==> config.mk <==
export PLATFORM = sky130hd
export DESIGN_NAME = vga_pixel_feeder
export DESIGN_NICKNAME = d
export VERILOG_FILES = /design/src/rtl/vga_pixel_feeder.sv
export SDC_FILE = /design/constraint.sdc
export NUM_CORES = 1
export LEC_CHECK = 0
export ABC_AREA = 1
export BUFFER_PORTS_ARGS = -buffer_cell sky130_fd_sc_hd__buf_2
export CAP_MARGIN = 20
export CORE_MARGIN = 4
export CORE_UTILIZATION = 53
export CTS_CLUSTER_DIAMETER = 50
export DETAILED_ROUTE_END_ITERATION = 10
export PLACE_DENSITY = 0.8
export SLEW_MARGIN = 20
export SYNTH_ARGS = -nofsm -noshare
export SYNTH_HDL_FRONTEND = slang
export SYNTH_SLANG_ARGS = --single-unit
==> constraint.sdc <==
create_clock -name pixel_clk -period 3.3 [get_ports pixel_clk]
set_input_delay 0.66 -clock pixel_clk [delete_from_list [all_inputs] [get_ports pixel_clk]]
set_output_delay 0.66 -clock pixel_clk [all_outputs]
set_load 0.01 [all_outputs]
==> src/rtl/vga_pixel_feeder.sv <==
// Pixel-clock read side of the frame buffer: pops RGB words from a FWFT dual-clock FIFO and feeds the VGA stage.
// Latency: pix_rgb/underflow are registered, valid one cycle after their disp_en cycle; fifo_rinc is combinational.
// Backpressure: none toward the display; empty FIFO substitutes UFL_COLOR and the debt is repaid in blanking. Optional: VGA_FEEDER_STATS_EN.
module vga_pixel_feeder #(
    parameter int unsigned HDISP     = 800,
    parameter int unsigned VDISP     = 480,
    parameter logic [23:0] UFL_COLOR = 24'h000000
) (
    input  logic        pixel_clk,
    input  logic        sys_rst,
    input  logic [31:0] fifo_rdata,
    input  logic        fifo_rempty,
    input  logic        fifo_rfull,
    output logic        fifo_rinc,
    input  logic        disp_en,
    input  logic        sof,
    output logic [23:0] pix_rgb,
    output logic        locked,
    output logic        underflow,
    output logic [15:0] ufl_count
);
    localparam int unsigned  FRAME    = HDISP * VDISP;
    localparam int unsigned  DW       = $clog2(FRAME + 1);
    localparam logic [DW-1:0] DEBT_MAX = DW'(FRAME);

    typedef enum logic [1:0] {FILL, SYNC, RUN, REALIGN} state_t;

    state_t        state_q, state_d;
    logic [DW-1:0] debt_q, debt_d;
    logic [23:0]   pix_rgb_q, pix_rgb_d;
    logic          underflow_q, underflow_d;

    logic pix_cyc;    // this cycle delivers a pixel (popped or substituted)
    logic ufl_cyc;    // pixel cycle with nothing in the FIFO
    logic drain_cyc;  // blanking cycle that discards one word to repay debt
    logic debt_full;  // this underflow would push debt to the ceiling
    logic frame_bad;  // frame-length checker demands resynchronisation

    // The top byte of the FIFO word carries no pixel data.
    logic unused_rdata_hi;
    assign unused_rdata_hi = ^fifo_rdata[31:24];

    // Qualify the current cycle: a pixel slot, an underflow, or a debt-repayment pop.
    always_comb begin
        pix_cyc   = disp_en && ((state_q == RUN) || (state_q == REALIGN) ||
                                ((state_q == SYNC) && sof));
        ufl_cyc   = pix_cyc && fifo_rempty;
        drain_cyc = (state_q == REALIGN) && !disp_en && (debt_q != '0) && !fifo_rempty;
        debt_full = ufl_cyc && (debt_q >= (DEBT_MAX - DW'(1)));
    end

    // State and output registers.
    always_ff @(posedge pixel_clk or posedge sys_rst) begin
        if (sys_rst) begin
            state_q     <= FILL;
            debt_q      <= '0;
            pix_rgb_q   <= '0;
            underflow_q <= 1'b0;
        end else begin
            state_q     <= state_d;
            debt_q      <= debt_d;
            pix_rgb_q   <= pix_rgb_d;
            underflow_q <= underflow_d;
        end
    end

    // Next state and debt bookkeeping; a full debt or a bad frame forces a full resync.
    always_comb begin
        state_d = state_q;
        debt_d  = debt_q;
        if (ufl_cyc) begin
            debt_d = debt_q + DW'(1);
        end else if (drain_cyc) begin
            debt_d = debt_q - DW'(1);
        end
        case (state_q)
            FILL:    if (fifo_rfull) state_d = SYNC;
            SYNC:    if (sof) state_d = RUN;
            RUN:     if (!disp_en && (debt_q != '0)) state_d = REALIGN;
            REALIGN: if (debt_d == '0) state_d = RUN;
            default: state_d = FILL;
        endcase
        if (debt_full || frame_bad) begin
            state_d = FILL;
            debt_d  = '0;
        end
    end

    // Pop strobe and next pixel; anything outside a pixel slot shows black.
    always_comb begin
        fifo_rinc   = (pix_cyc && !fifo_rempty) || drain_cyc;
        pix_rgb_d   = '0;
        underflow_d = ufl_cyc;
        if (pix_cyc) begin
            pix_rgb_d = fifo_rempty ? UFL_COLOR : fifo_rdata[23:0];
        end
    end

    assign pix_rgb   = pix_rgb_q;
    assign underflow = underflow_q;
    assign locked    = (state_q == RUN) || (state_q == REALIGN);

`ifdef VGA_FEEDER_STATS_EN
    localparam int unsigned  FW        = $clog2(FRAME + 2);
    localparam logic [FW-1:0] FRAME_LEN = FW'(FRAME);

    logic [15:0]   ufl_count_q, ufl_count_d;
    logic [FW-1:0] frame_cnt_q, frame_cnt_d;

    // Saturating underflow counter and per-frame pixel-slot counter (saturates one past a full frame).
    always_comb begin
        ufl_count_d = ufl_count_q;
        if (ufl_cyc && (ufl_count_q != 16'hFFFF)) begin
            ufl_count_d = ufl_count_q + 16'd1;
        end
        frame_cnt_d = frame_cnt_q;
        if (pix_cyc && sof) begin
            frame_cnt_d = FW'(1);
        end else if (pix_cyc && (frame_cnt_q <= FRAME_LEN)) begin
            frame_cnt_d = frame_cnt_q + FW'(1);
        end
    end

    // Statistics registers.
    always_ff @(posedge pixel_clk or posedge sys_rst) begin
        if (sys_rst) begin
            ufl_count_q <= '0;
            frame_cnt_q <= '0;
        end else begin
            ufl_count_q <= ufl_count_d;
            frame_cnt_q <= frame_cnt_d;
        end
    end

    assign frame_bad = sof && disp_en && locked && (frame_cnt_q != FRAME_LEN);
    assign ufl_count = ufl_count_q;
`else
    assign frame_bad = 1'b0;
    assign ufl_count = 16'h0000;
`endif

endmodule
### After elaboration in Yosys (flattened, before gate mapping)

Cells that the tools add are included.

* add/sub/neg operators: 2
* magnitude comparators: 1
* eq/ne operators: 7
* mux-type cells: 11
* reductions and logical operators: 18

Operators with widths (count)
* 19-bit 2-to-1 mux: 3
* 24-bit 2-to-1 mux: 2
* 19-bit by 1-bit adder with 19-bit output (second input constant): 1
* 19-bit >= comparator (second input constant): 1
* 19-bit logical NOT: 1
* 19-bit nonzero test: 1
* 19-bit by 1-bit subtractor with 19-bit output (second input constant): 1
* 2-bit 2-to-1 mux: 5
* 1-bit logical AND: 9
* 2-bit case mux with 4 select lines: 1
* 3-bit by 2-bit inequality test with 1-bit output (second input constant): 2
* 3-bit inequality test (second input constant): 2
* 2-bit == test (second input constant): 2
* 4-bit AND reduction: 1
* 1-bit logical OR: 3
* 2-bit by 1-bit == test with 1-bit output (second input constant): 1
* 1-bit logical NOT: 2
* 2-bit logical NOT: 1

* flip-flop bits (word level): 46
* input port bits: 38
* output and inout bits: 43
* logic and storage cells: 43

### Depth between registers and ports, before layout

Gate-level depths: netlist (run 1).

* word-level depth: 10
* mapped depth: 20
* depth with buffers taken out: 19

### Worst setup path before layout (run 1)

No wires, ideal clock.

* path kind: reg2reg
* start: register debt_q[0]
* end: register state_q[0]
* library setup time: 117 ps
* arrival: 2209 ps
* data required time: 3183 ps
* setup slack: 974 ps
* cell stages (with the launch flop): 20
* buffers on the path: 2
* clock period less this slack: 2326 ps
* path through: dfrtp_1 -> clkbuf_1 -> inv_1 -> ha_1 -> nand2_2 -> nor2_4 -> nand3_4 -> nand3_4 -> nand2_4 -> buf_6 -> nand2_2 -> nand2_1 -> a21oi_1 -> nand2_1 -> nor2_1 -> nand3_1 -> nand2_1 -> nand2_1 -> nand2_1 -> nand2_1

* word-level cells in the longest chain between the ends: 8
* elaborated cells on any way between the ends: 17
* classes of those cells: add/sub: 2; order compare: 1; eq/ne: 4; mux: 3; reduce/logical: 7

Ends and longest elaborated chain
* start: declaration: RTL line 29 `logic [DW-1:0] debt_q, debt_d;`
* start signal: assignment: RTL line 61 `debt_q <= debt_d;`
* parallel branches: the longest is 8 deep, another holds 19-bit by 1-bit subtractor with 19-bit output
* end signal: assignment: RTL line 60 `state_q <= state_d;`
* end: declaration: RTL line 28 `state_t state_q, state_d;`

Parallel ways; which one is timed is not known.
A chain may end at the register's enable or synchronous reset.

### Worst setup path in the final report (run 1)

* start: register debt_q[0]
* end: output fifo_rinc

* word-level cells in the longest chain between the ends: 4

Ends and longest elaborated chain
* 19-bit nonzero test: RTL line 48 `drain_cyc = (state_q == REALIGN) && !disp_en && (debt_q != '0) && !fifo_rempty;`
* 1-bit logical AND (2 in series): RTL line 48
* 1-bit logical OR: RTL line 91 `fifo_rinc = (pix_cyc && !fifo_rempty) || drain_cyc;`
* end: declaration: RTL line 14 `output logic fifo_rinc,`

Every way passes these cells.

==> flow_summary.json, run 1 <==
{
  "status": "finished, final reports clean",
  "die_w_um": 84.61,
  "clockBufferDepth": 2,
  "holdCritPathClass": "in -> async",
  "arrival_ns": 2.16,
  "overflow": 0,
  "grt_use_total_pct": 22.22,
  "cts_tree": "built",
  "sequentialPowerShare_pct": 39.0,
  "crit_fanout": 10,
  "h-tree-depth": 2,
  "hold_buffers": 0,
  "grt_pass1_vias": 2916,
  "startpoint_type": "register",
  "place_ws_ns": 0.5447,
  "drive_gt1_share_pct": 17.86,
  "io_buffers": 56,
  "ant_nets": 0,
  "crit_type": "reg -> out",
  "via_per_inst": 5.162,
  "tns_ns": 0,
  "first_pass_iters": 5,
  "max_clock_freq_mhz": 355.2,
  "ys_types": 33,
  "utilization_pct": 61.98,
  "dieArea_um2": 7159,
  "placed_cells": 578,
  "clkTransAtPathRegs_ns": 0.09,
  "wl_um": 7612,
  "clock_skew_ns": 0.005340,
  "hpwl_um": 5865,
  "antenna_found_initial": 0,
  "nNetsFinal": 554,
  "combPwrFrac_pct": 43.8,
  "fp.dieH_um": 84.61,
  "grt_pass1_wl_um": 13160,
  "p_sw_mw": 0.9720,
  "final_max_slew_viol_count": 0,
  "rows": 27,
  "final_cell_mix": "nand2_1, nor2_1, buf_2",
  "routedWlPerCell_um": 12.97,
  "initial_core_util_pct": 55.47,
  "finalHoldViolations": 0,
  "synthCells": 462,
  "postCtsSetupBuffers": 0,
  "timing.hold.ws_ns": 0.3379,
  "max_cap_viol_count": 0,
  "ctsResizeCount": 0,
  "yosysWarnings": 0,
  "area_growth_pct": 11.75,
  "swShare_pct": 46.07,
  "rsz0062_at_grt": "false",
  "drtIter0Drc": 211,
  "final-setup-viol-count": 0,
  "cts_root_buf": "clkbuf_8",
  "grt_max_degree": 47,
  "clock-sinks": 46,
  "numCtsBuffers": 5,
  "clk_latency_ns": 0.30,
  "final_cells": 587,
  "post-route-drc-count": 0,
  "fin_ws_ns": 0.4849,
  "io_pins": 81,
  "avgSynthCellArea_um2": 6.733,
  "p_int_mw": 1.138,
  "powerDensity_nw_per_um2": 606.9,
  "ir_worst_vdd_uv": 304.4,
  "power_frac_clock_pct": 17.2,
  "ys_ff_latch": 46,
  "yosysSeqAreaShare_pct": 37.01,
  "period_needed_ns": 2.815,
  "worst_setup_path_end_kind": "output pin",
  "antenna_cells": 0,
  "leakagePower_nw": 1.905,
  "finalCritPeriodShare_pct": 85.31,
  "synthesis.area_um2": 3110,
  "critPathRequiredTime_ns": 2.64,
  "vias": 3030,
  "core_um2": 5608,
  "gp_congestion": 0.9521,
  "layout_commonest_cell": "nand2_1"
}
critical path: stages, from the launching register on:
cell and delay, ns:
dfrtp_1 0.50, inv_1 0.23, ha_1 0.26, nand2_2 0.11, nor2_4 0.19, nand3_4 0.13
nand3_4 0.17, o21ai_0 0.12, buf_2 0.15
layer usage:
layer,wire (um),global-route usage [%],vias up
met2,3508,35.30,108
met4,215,7.770,0
li1,-,-,1516
met3,619,6.477,19
met1,3269,28.90,1387
met5,0,0,-
final cells by class:
cell class	count	area [um2]
multi-input cells	363	1678
clock buffers	5	68.82
flip-flops and latches	46	1151
well taps	72	90.09
repair buffers	60	322.8
fillers	553	2132
inverters	38	142.6
clock inverters	3	22.52
path summary, 6_finish.rpt:
path	startpoint	to	slack [ns]	depth (start not counted)
worst min register to register	state_q[0]$_DFFE_PP0P_	state_q[0]$_DFFE_PP0P_	0.53	2
max in group asynchronous	sys_rst	debt_q[12]$_DFF_PP0_	2.47	3
min in group pixel_clk	state_q[0]$_DFFE_PP0P_	state_q[0]$_DFFE_PP0P_	0.53	2
worst max-delay path	debt_q[0]$_DFF_PP0_	fifo_rinc	0.48	8
worst max register to register	debt_q[0]$_DFF_PP0_	state_q[0]$_DFFE_PP0P_	0.52	17
worst min-delay path	sys_rst	pix_rgb[3]$_DFF_PP0_	0.34	2
cells in the mapped netlist (all sizes together):
cell type	number	area [um2]
nand3b	6	60.05
a31oi	1	6.260
o21a	1	7.510
nor4	2	12.51
nand4	9	56.30
ha	2	25.02
o21ai	10	50.05
conb	1	3.750
dfrtp	46	1151
or2	1	6.260
xor2	10	87.58
buf	24	172.7
nor3	4	25.02
a21oi	22	110.1
nand2	161	616.8
inv	38	142.6
o22ai	1	6.260
clkbuf	6	22.52
o211ai	1	7.510
nor2	88	360.4
nand3	28	180.2
metrics by stage:
step,power [mW],area (um2)
floorplan,1.539,3167
global route,2.306,3476
global placement,1.711,3364
finish,2.110,3476
CTS,2.108,3456
detailed placement,1.741,3364
cells by family (layout without fill, tap and decap cells):
family          Yosys count  after routing  synth area share, %
fa+ha+maj                 2              2               0.8044
buf+inv                  68            106                10.86
simple gates            299            299                42.36
compound gates           36             36                6.034
flops                    46             46                37.01
other cells               1             16               0.1206
xor+xnor                 10             10                2.816
state kept, by name (all words and copies together), names as in the netlist:
register	count
debt_q	19
pix_rgb	24
state_q	2
underflow	1
power by group through the flow:
| stage | registers (mW) | clock network (mW) | logic, mW |
|---|---|---|---|
| after floorplan | 0.777 | 0 | 0.762 |
| after global placement | 0.823 | 0 | 0.888 |
| after detailed placement | 0.828 | 0 | 0.912 |
| after CTS | 0.818 | 0.374 | 0.916 |
| after global routing | 0.845 | 0.407 | 1.05 |
| final | 0.822 | 0.363 | 0.924 |
Note: power is estimated with default switching activity, not from simulation.
==> run 2, diff against run 1 <==
Settings changed: SETUP_SLACK_MARGIN set to 0.5.
==> run 2 against run 1 <==
- die area unchanged
- worst setup slack improved by 0.23 ns
- cell area increased by 1.4%
- clock power about the same
- routed wire length increased by 1.2%
- count of clock-buffer cells in the layout unchanged
==> flow_summary.json, run 2 (synthesis results as in run 1) <==
{
  "grt_use_met2_pct": 35.23,
  "nNetsFinal": 558,
  "core_um2": 5608,
  "post-route-drc-count": 0,
  "cp_slowest_cell": "dfrtp_2",
  "io_buffers": 56,
  "antenna_cells": 0,
  "path_cells": "inv_2, ha_2, nand2_2, nor2_4, nand3_4, nand3_4, o21ai_0, buf_2",
  "fp.dieH_um": 84.61,
  "crit_family": "simple AND/OR/NAND/NOR gates",
  "crit_type": "reg -> out",
  "ant_nets": 0,
  "cpPeakStageDelay_ns": 0.47,
  "startpoint_type": "register",
  "io_pins": 81,
  "tns_ns": 0,
  "via_per_inst": 5.234,
  "grt_pass1_vias": 2919,
  "overflow": 0,
  "cts_root_buf": "clkbuf_8",
  "finalCritPeriodShare_pct": 78.44,
  "use_met3_pct": 6.477,
  "leakagePower_nw": 1.922,
  "crit_top_cell": "nand3_4",
  "drtIter0Drc": 192,
  "grtUsageMet1_pct": 29.02,
  "clkTransAtPathRegs_ns": 0.09,
  "grt_busiest_layer": "met2",
  "grt_pass1_wl_um": 13190,
  "period_needed_ns": 2.589,
  "finalPower_mw": 2.144,
  "rows": 27,
  "wl_um": 7701,
  "holdCritPathClass": "in -> async",
  "worst_setup_path_end_kind": "output pin",
  "finalHoldViolations": 0,
  "h-tree-depth": 2,
  "clock-sinks": 46,
  "ir_worst_vdd_uv": 295.8,
  "area_growth_pct": 13.35,
  "final_cell_mix": "nand2_1, nor2_1, buf_2",
  "final_max_slew_viol_count": 0,
  "status": "finished, final reports clean",
  "vias": 3093,
  "layout_commonest_cell": "nand2_1",
  "initial_core_util_pct": 55.47,
  "die_w_um": 84.61,
  "first_pass_iters": 5,
  "grt_use_total_pct": 22.26,
  "rsz0062_at_grt": "false",
  "max_cap_viol_count": 0,
  "critPathRequiredTime_ns": 2.64,
  "max_clock_freq_mhz": 386.3,
  "largest_reg_flops": 24,
  "cts_tree": "built",
  "clock_skew_ns": 0.005559,
  "hpwl_um": 5865,
  "clk_latency_ns": 0.30,
  "grt_max_degree": 47,
  "arrival_ns": 1.93,
  "final-setup-viol-count": 0,
  "utilization_pct": 62.87,
  "dieArea_um2": 7159,
  "antenna_found_initial": 0,
  "powerDensity_nw_per_um2": 608.0,
  "gp_congestion": 0.9521,
  "numCtsBuffers": 5,
  "crit_buf_inv": 2,
  "drive_gt1_share_pct": 19.08,
  "crit_fanout": 7,
  "clockBufferDepth": 2,
  "routedWlPerCell_um": 13.03
}
-- run 2: changes by cell type in the layout (fill, tap and decap cells not counted), sizes merged --
cell | previous run | this run
buf | 60 | 64
-- run 2: final cells by class --
| class | count | area, um2 |
|---|---|---|
| Timing Repair Buffer | 64 | 352.8 |
| Sequential cell | 46 | 1152 |
| Tap cell | 72 | 90.09 |
| Clock buffer | 5 | 68.82 |
| Multi-Input combinational cell | 363 | 1697 |
| Fill cell | 545 | 2082 |
| Clock inverter | 3 | 22.52 |
| Inverter | 38 | 142.6 |
-- run 2: per-layer routing --
metal	part of all wire (%)	vias up
li1	-	1528
met1	42	1416
met2	46	131
met3	9.3	18
met4	2.7	0
met5	0	-
-- run 2: power breakdown --
group / internal (mW) / total [mW] / switching, mW
combinational: 0.338 / 0.961 / 0.623
sequential: 0.666 / 0.820 / 0.154
clock: 0.154 / 0.362 / 0.209
total: 1.16 / 2.14 / 0.986
-- run 2: worst paths after layout --
kind	slack [ns]	from	to	cells after the start
min in group pixel_clk	0.53	state_q[0]$_DFFE_PP0P_	state_q[0]$_DFFE_PP0P_	2
worst min-delay path	0.34	sys_rst	pix_rgb[3]$_DFF_PP0_	2
worst min register to register	0.53	state_q[0]$_DFFE_PP0P_	state_q[0]$_DFFE_PP0P_	2
worst max-delay path	0.71	debt_q[0]$_DFF_PP0_	fifo_rinc	8
worst max register to register	0.82	debt_q[0]$_DFF_PP0_	state_q[0]$_DFFE_PP0P_	17
max in group asynchronous	2.47	sys_rst	debt_q[0]$_DFF_PP0_	3
-- run 2: stage by stage --
step / instance area [um2] / instances / setup WS [ns] / hold WS [ns]
5_1_grt: 3526 / 591 / 0.5085 / 0.3583
6_report: 3526 / 591 / 0.7115 / 0.3376
3_5_place_dp: 3364 / 578 / 0.5447 / 0.5155
2_1_floorplan: 3167 / 477 / 0.9742 / 0.4826
3_3_place_gp: 3364 / 578 / 0.5724 / 0.5099
4_1_cts: 3456 / 586 / 0.5576 / 0.5367
-- run 2: what timing repair did --
item                                   in CTS  in global routing
hold buffers                                0                  0
setup endpoints to repair                   1                  3
buffers inserted                            0                  4
resized for setup                           1                  4
endpoints found under the hold margin       0                  0
